[src/rtl/mii_rx_frame_if.sv]
// mii_rx_frame_if: MII receive inputs plus RAM write port and frame status outputs.
interface mii_rx_frame_if;
    logic [3:0]  MII_RXD;
    logic        MII_RXDV;
    logic [10:0] ram_addr;
    logic [7:0]  ram_data;
    logic        ram_wr;
    logic [10:0] frame_len;
    logic        frame_done;
    logic        crc_ok;
    logic        frame_err;
    logic        busy;
    modport master (
        input  MII_RXD, MII_RXDV,
        output ram_addr, ram_data, ram_wr, frame_len, frame_done, crc_ok, frame_err, busy
    );
    modport slave (
        output MII_RXD, MII_RXDV,
        input  ram_addr, ram_data, ram_wr, frame_len, frame_done, crc_ok, frame_err, busy
    );
endinterface

[src/rtl/mii_rx_frame.sv]
// mii_rx_frame: MII nibble receiver that writes frame bytes to RAM and validates the FCS.
module mii_rx_frame #(
    parameter int MAX_LEN = 1518
) (
    input logic clk,
    input logic reset,
    mii_rx_frame_if.master m
);
    localparam logic [10:0] MAX = 11'(MAX_LEN);
    typedef enum logic [2:0] {IDLE, PREAMBLE, DATA, CHECK, DROP} state_t;
    state_t      state;
    logic [31:0] crc;
    logic [10:0] cnt;
    logic [3:0]  low;
    logic        hi;
    logic        wait_low;
    logic [7:0]  byte_in;
    logic        good;

    function automatic logic [31:0] crc_next(input logic [31:0] c, input logic [7:0] d);
        logic [31:0] r;
        r = c ^ {24'h0, d};
        for (int i = 0; i < 8; i++) r = r[0] ? (r >> 1) ^ 32'hEDB88320 : r >> 1;
        return r;
    endfunction

    assign byte_in = {m.MII_RXD, low};
    assign good    = crc == 32'hDEBB20E3 && cnt >= 11'd5 && !hi;
    assign m.busy  = state != IDLE;

    // wait_low masks the tail of a frame that was cut short by reset
    always_ff @(posedge clk) begin
        if (!reset) begin
            state        <= IDLE;
            crc          <= '1;
            cnt          <= '0;
            low          <= '0;
            hi           <= 1'b0;
            wait_low     <= 1'b1;
            m.ram_addr   <= '0;
            m.ram_data   <= '0;
            m.ram_wr     <= 1'b0;
            m.frame_len  <= '0;
            m.frame_done <= 1'b0;
            m.crc_ok     <= 1'b0;
            m.frame_err  <= 1'b0;
        end else begin
            m.ram_wr     <= 1'b0;
            m.frame_done <= 1'b0;
            wait_low     <= wait_low && m.MII_RXDV;
            case (state)
                IDLE, CHECK: begin
                    cnt   <= '0;
                    hi    <= 1'b0;
                    crc   <= '1;
                    state <= m.MII_RXDV && !wait_low ? (m.MII_RXD == 4'h5 ? PREAMBLE : DROP) : IDLE;
                end
                PREAMBLE: begin
                    if (!m.MII_RXDV) state <= IDLE;
                    else if (m.MII_RXD == 4'hD) state <= DATA;
                    else if (m.MII_RXD != 4'h5) state <= DROP;
                end
                DATA: begin
                    if (!m.MII_RXDV) begin
                        state        <= CHECK;
                        m.frame_done <= 1'b1;
                        m.frame_len  <= cnt;
                        m.crc_ok     <= good;
                        m.frame_err  <= !good;
                    end else if (!hi) begin
                        low <= m.MII_RXD;
                        hi  <= 1'b1;
                    end else if (cnt == MAX) begin
                        state <= DROP;
                    end else begin
                        hi         <= 1'b0;
                        m.ram_wr   <= 1'b1;
                        m.ram_data <= byte_in;
                        m.ram_addr <= cnt;
                        cnt        <= cnt + 11'd1;
                        crc        <= crc_next(crc, byte_in);
                    end
                end
                DROP: begin
                    if (!m.MII_RXDV) begin
                        state        <= IDLE;
                        m.frame_done <= 1'b1;
                        m.frame_len  <= cnt;
                        m.crc_ok     <= 1'b0;
                        m.frame_err  <= 1'b1;
                    end
                end
                default: state <= IDLE;
            endcase
        end
    end
endmodule

[src/flat_wrapper.sv]
// flat-port wrapper written by rule: the top's interface ports become plain ports
module mii_rx_frame_flat 
#(
    parameter int MAX_LEN = 1518
)
  (clk, reset, m_MII_RXD, m_MII_RXDV, m_ram_addr, m_ram_data, m_ram_wr, m_frame_len, m_frame_done, m_crc_ok, m_frame_err, m_busy);
  mii_rx_frame_if m_i ();
  input logic clk;
  input logic reset;
  input wire logic [$bits(m_i.MII_RXD)-1:0] m_MII_RXD;
  input wire logic [$bits(m_i.MII_RXDV)-1:0] m_MII_RXDV;
  output wire logic [$bits(m_i.ram_addr)-1:0] m_ram_addr;
  output wire logic [$bits(m_i.ram_data)-1:0] m_ram_data;
  output wire logic [$bits(m_i.ram_wr)-1:0] m_ram_wr;
  output wire logic [$bits(m_i.frame_len)-1:0] m_frame_len;
  output wire logic [$bits(m_i.frame_done)-1:0] m_frame_done;
  output wire logic [$bits(m_i.crc_ok)-1:0] m_crc_ok;
  output wire logic [$bits(m_i.frame_err)-1:0] m_frame_err;
  output wire logic [$bits(m_i.busy)-1:0] m_busy;
  assign m_i.MII_RXD = m_MII_RXD;
  assign m_i.MII_RXDV = m_MII_RXDV;
  assign m_ram_addr = m_i.ram_addr;
  assign m_ram_data = m_i.ram_data;
  assign m_ram_wr = m_i.ram_wr;
  assign m_frame_len = m_i.frame_len;
  assign m_frame_done = m_i.frame_done;
  assign m_crc_ok = m_i.crc_ok;
  assign m_frame_err = m_i.frame_err;
  assign m_busy = m_i.busy;
  mii_rx_frame #(.MAX_LEN(MAX_LEN)) u_core (.clk(clk), .reset(reset), .m(m_i));
endmodule
[config.mk]
export PLATFORM = sky130hd
export DESIGN_NAME = mii_rx_frame_flat
export DESIGN_NICKNAME = d
export VERILOG_FILES = /design/src/rtl/mii_rx_frame_if.sv /design/src/rtl/mii_rx_frame.sv /design/src/flat_wrapper.sv
export SDC_FILE = /design/constraint.sdc
export NUM_CORES = 1
export LEC_CHECK = 0
export BUFFER_PORTS_ARGS = -buffer_cell sky130_fd_sc_hd__clkbuf_2
export CELL_PAD_IN_SITES_DETAIL_PLACEMENT = 0
export CELL_PAD_IN_SITES_GLOBAL_PLACEMENT = 1
export CORE_MARGIN = 4
export CORE_UTILIZATION = 46
export CTS_CLUSTER_DIAMETER = 100
export DETAILED_ROUTE_END_ITERATION = 6
export PLACE_DENSITY_LB_ADDON = 0.1
export SLEW_MARGIN = 20
export SYNTH_ARGS = -nofsm -noshare
export SYNTH_HDL_FRONTEND = slang
export SYNTH_SLANG_ARGS = --single-unit
[constraint.sdc]
create_clock -name clk -period 2.7 [get_ports clk]
set_clock_uncertainty 0.05 [all_clocks]
set_input_delay 0.405 -clock clk [delete_from_list [all_inputs] [get_ports clk]]
set_output_delay 0.405 -clock clk [all_outputs]
set_load 0.02 [all_outputs]
==> run metrics <==
run status=finished, final reports clean; core box area=around 8700 um2; syn nets=408; Avg Cell Area, Syn=between 10 and 15 um2; cells after synthesis=398; DP Cell Count=539; chip width=102.5 um; fillers=832; Vias/cell=5.294; CTS root buffer=clkbuf_8; initial antenna violation count=0; R2R Path Start=u_core.cnt[0]; register-to-register setup slack=0.48 ns; Clock Sinks=between 80 and 90; Starting Density=47.07%; mux share of post-synthesis cell area=under 10%; post-CTS setup buffer count=0; post-synthesis xor/xnor area fraction=21.49%; hold path start=m_MII_RXD[2]; Setup crit end kind=flip-flop; leak pwr=~0.0018 uW; DRC errors left=0; CTS max path bufs=2; WL per Instance=16.66 um; Post-DRT Antenna Nets=0; critical path arrival=2.41 ns; IO buf count=41; post-synthesis cell type count=50; Final nets=452; Total Die Area=roughly 11000 um2; final worst-path setup slack=0.4760 ns; Final Non-Filler Cells=555; H-tree levels=3; WP buf/inv=2; Setup TNS=0 ns; WL final=9249 um; DR iter-0 viols=145; RSZ-0062 raised after global routing=no; # resized after CTS=0; setup violators final=0; first-pass GRT wire length=15300 um; min Tclk post-route=2.224 ns; Global Route Usage Sum=a little under a fifth; worst slew pin tran=approximately 0.7 ns; total vias in the final route=roughly 3000; adder-cell share of the synthesized area=less than 1%; Post-Synth Simple-Gate Area=between 10% and 20%; Fmax achieved=449.6 MHz; Worst-path clk slew=0.09 ns; vias in the first global route=2884; cell area after synthesis=4105 um2; Final Hold Fails=0; Max-Cap Viols=0; relative slew slack=53.12%; I/O pin total=between 40 and 50; worst slack, placed=approximately 0.51 ns; combinational family with the most area after synthesis=XOR/XNOR gates; Yosys reg bits=86; register area share after synthesis=41.94%; total grt overflow=0; cts hold-fix bufs=0; largest net degree at the start of global routing=34; Worst setup startpoint=u_core.cnt[0]; delay-heaviest family, CP=simple AND/OR/NAND/NOR gates; post-synthesis async set-or-reset flop share=0%; peak supply drop=319.6 uV; share of cells above drive strength 1=19.91%; critical path required time=2.88 ns; final hold slack=0.3066 ns; Hold Crit Class=input port to flip-flop; ys flop type=dfxtp_1; startpoint types=flip-flop; Slowest-stage cell, CP=dfxtp_1; post-layout util=53.21%; PD cells=522.6 nW/um2; Max Slew Vio Count=0; Inserted Clock Buffers=9; Layout area overhead=13.04%; DPL Wire Length=6777 um; Final GP Congestion=0.8088; CTS tree=done; slowest stage delay, CP=0.45 ns; Die H=approximately 100 um; warnings from Yosys=0; compound-cell area share of the yosys netlist=11.67%; kind of critical path=flip-flop to flip-flop; FP Rows=34; ant diodes=0; Final Cycle Share=82.37%; Worst-Skew Late Latency=0.36 ns; crit path cell chain=inv_1 > ha_1 > and4_1 > and3_1 > nor3b_2 > nand2_1 > inv_2 > a2bb2oi_1; number of flops mapped to enable cells by yosys=0; First-pass DRT Iterations=4; CP Max Fanout=24
area by class of cell:
class                      count  area (um2)  area share (%)
clock buffer                  10       137.6           2.966
clock inverter                 6       51.30           1.105
inverter                       6       22.52          0.4853
multi-input combinational    287        2272           48.96
sequential                    86        1722           37.10
tap                          108       135.1           2.912
timing repair buffer          52       300.3           6.471
path summary, 6_finish.rpt:
path                     endpoint  depth (start not counted)
hold reg to reg   u_core.m.crc_ok                          2
hold / removal      u_core.low[2]                          3
setup reg to reg   u_core.crc[10]                          8
setup / recovery   u_core.crc[10]                          8
cell usage in the layout (no fill, tap or decap), drive strengths merged, types with 6 or more instances in the layout:
| master | count |
|---|---|
| mux2i | 29 |
| nor2 | 50 |
| o22a | 8 |
| clkbuf | 51 |
| xor2 | 29 |
| xnor2 | 49 |
| nand3 | 7 |
| inv | 8 |
| nand2 | 17 |
| nand4 | 7 |
| a2bb2oi | 23 |
| buf | 11 |
| dfxtp | 86 |
| a21oi | 13 |
| o21ai | 6 |
logic make-up after synthesis:
family                   count (synthesis)
AND/OR/NAND/NOR                        114
flip-flops                              86
XOR/XNOR                                79
AO/OA/AOI/OAI                           62
multiplexers                            29
buffers and inverters                   25
adder cells (fa/ha/maj)                  3
worst register-to-register path, stage by stage (launching register included):
cell and delay (ns):
dfxtp_1 0.45, inv_1 0.13, ha_1 0.20, and4_1 0.20
and3_1 0.20, nor3b_2 0.26, nand2_1 0.13, inv_2 0.35
a2bb2oi_1 0.14
cell usage after synthesis, types with 7 or more instances:
| cell | n | area share (%) |
|---|---|---|
| a21oi_1 | 13 | 1.6 |
| a2bb2oi_1 | 23 | 4.9 |
| buf_2 | 10 | 1.2 |
| dfxtp_1 | 86 | 42 |
| mux2i_1 | 29 | 7.1 |
| nand2_1 | 17 | 1.6 |
| nand3_1 | 7 | 0.85 |
| nand4_1 | 7 | 1.1 |
| nor2_1 | 50 | 4.6 |
| o22a_1 | 7 | 1.5 |
| xnor2_1 | 38 | 8.1 |
| xor2_1 | 27 | 5.8 |
flip-flops by register name, indices dropped and copies added, names as in the netlist:
name	count
u_core.cnt	11
u_core.crc	32
u_core.hi	1
u_core.low	4
u_core.m.crc_ok	1
u_core.m.frame_done	1
u_core.m.frame_err	1
u_core.m.frame_len	11
u_core.m.ram_addr	11
u_core.m.ram_data	8
u_core.m.ram_wr	1
u_core.state	3
u_core.wait_low	1
power by group:
part | total [uW] | internal [uW] | switching [uW]
combinational | 259 | 116 | 142
sequential | 1290 | 1280 | 13.3
clock | 878 | 375 | 503
total | 2430 | 1770 | 659
through the flow:
step	power [uW]	area, um2
after floorplan	1519	4105
after global placement	1578	4447
after detailed placement	1577	4447
after CTS	2458	4636
after global routing	2538	4641
final	2425	4641
metal layers:
| layer | track usage (%) | wire length, um |
|---|---|---|
| met5 | 0 | 0 |
| met3 | 4.096 | 308 |
| met1 | 24.08 | 4145 |
| met4 | 7.366 | 243 |
| met2 | 31.38 | 4552 |
(Power assumes the default switching activity.)
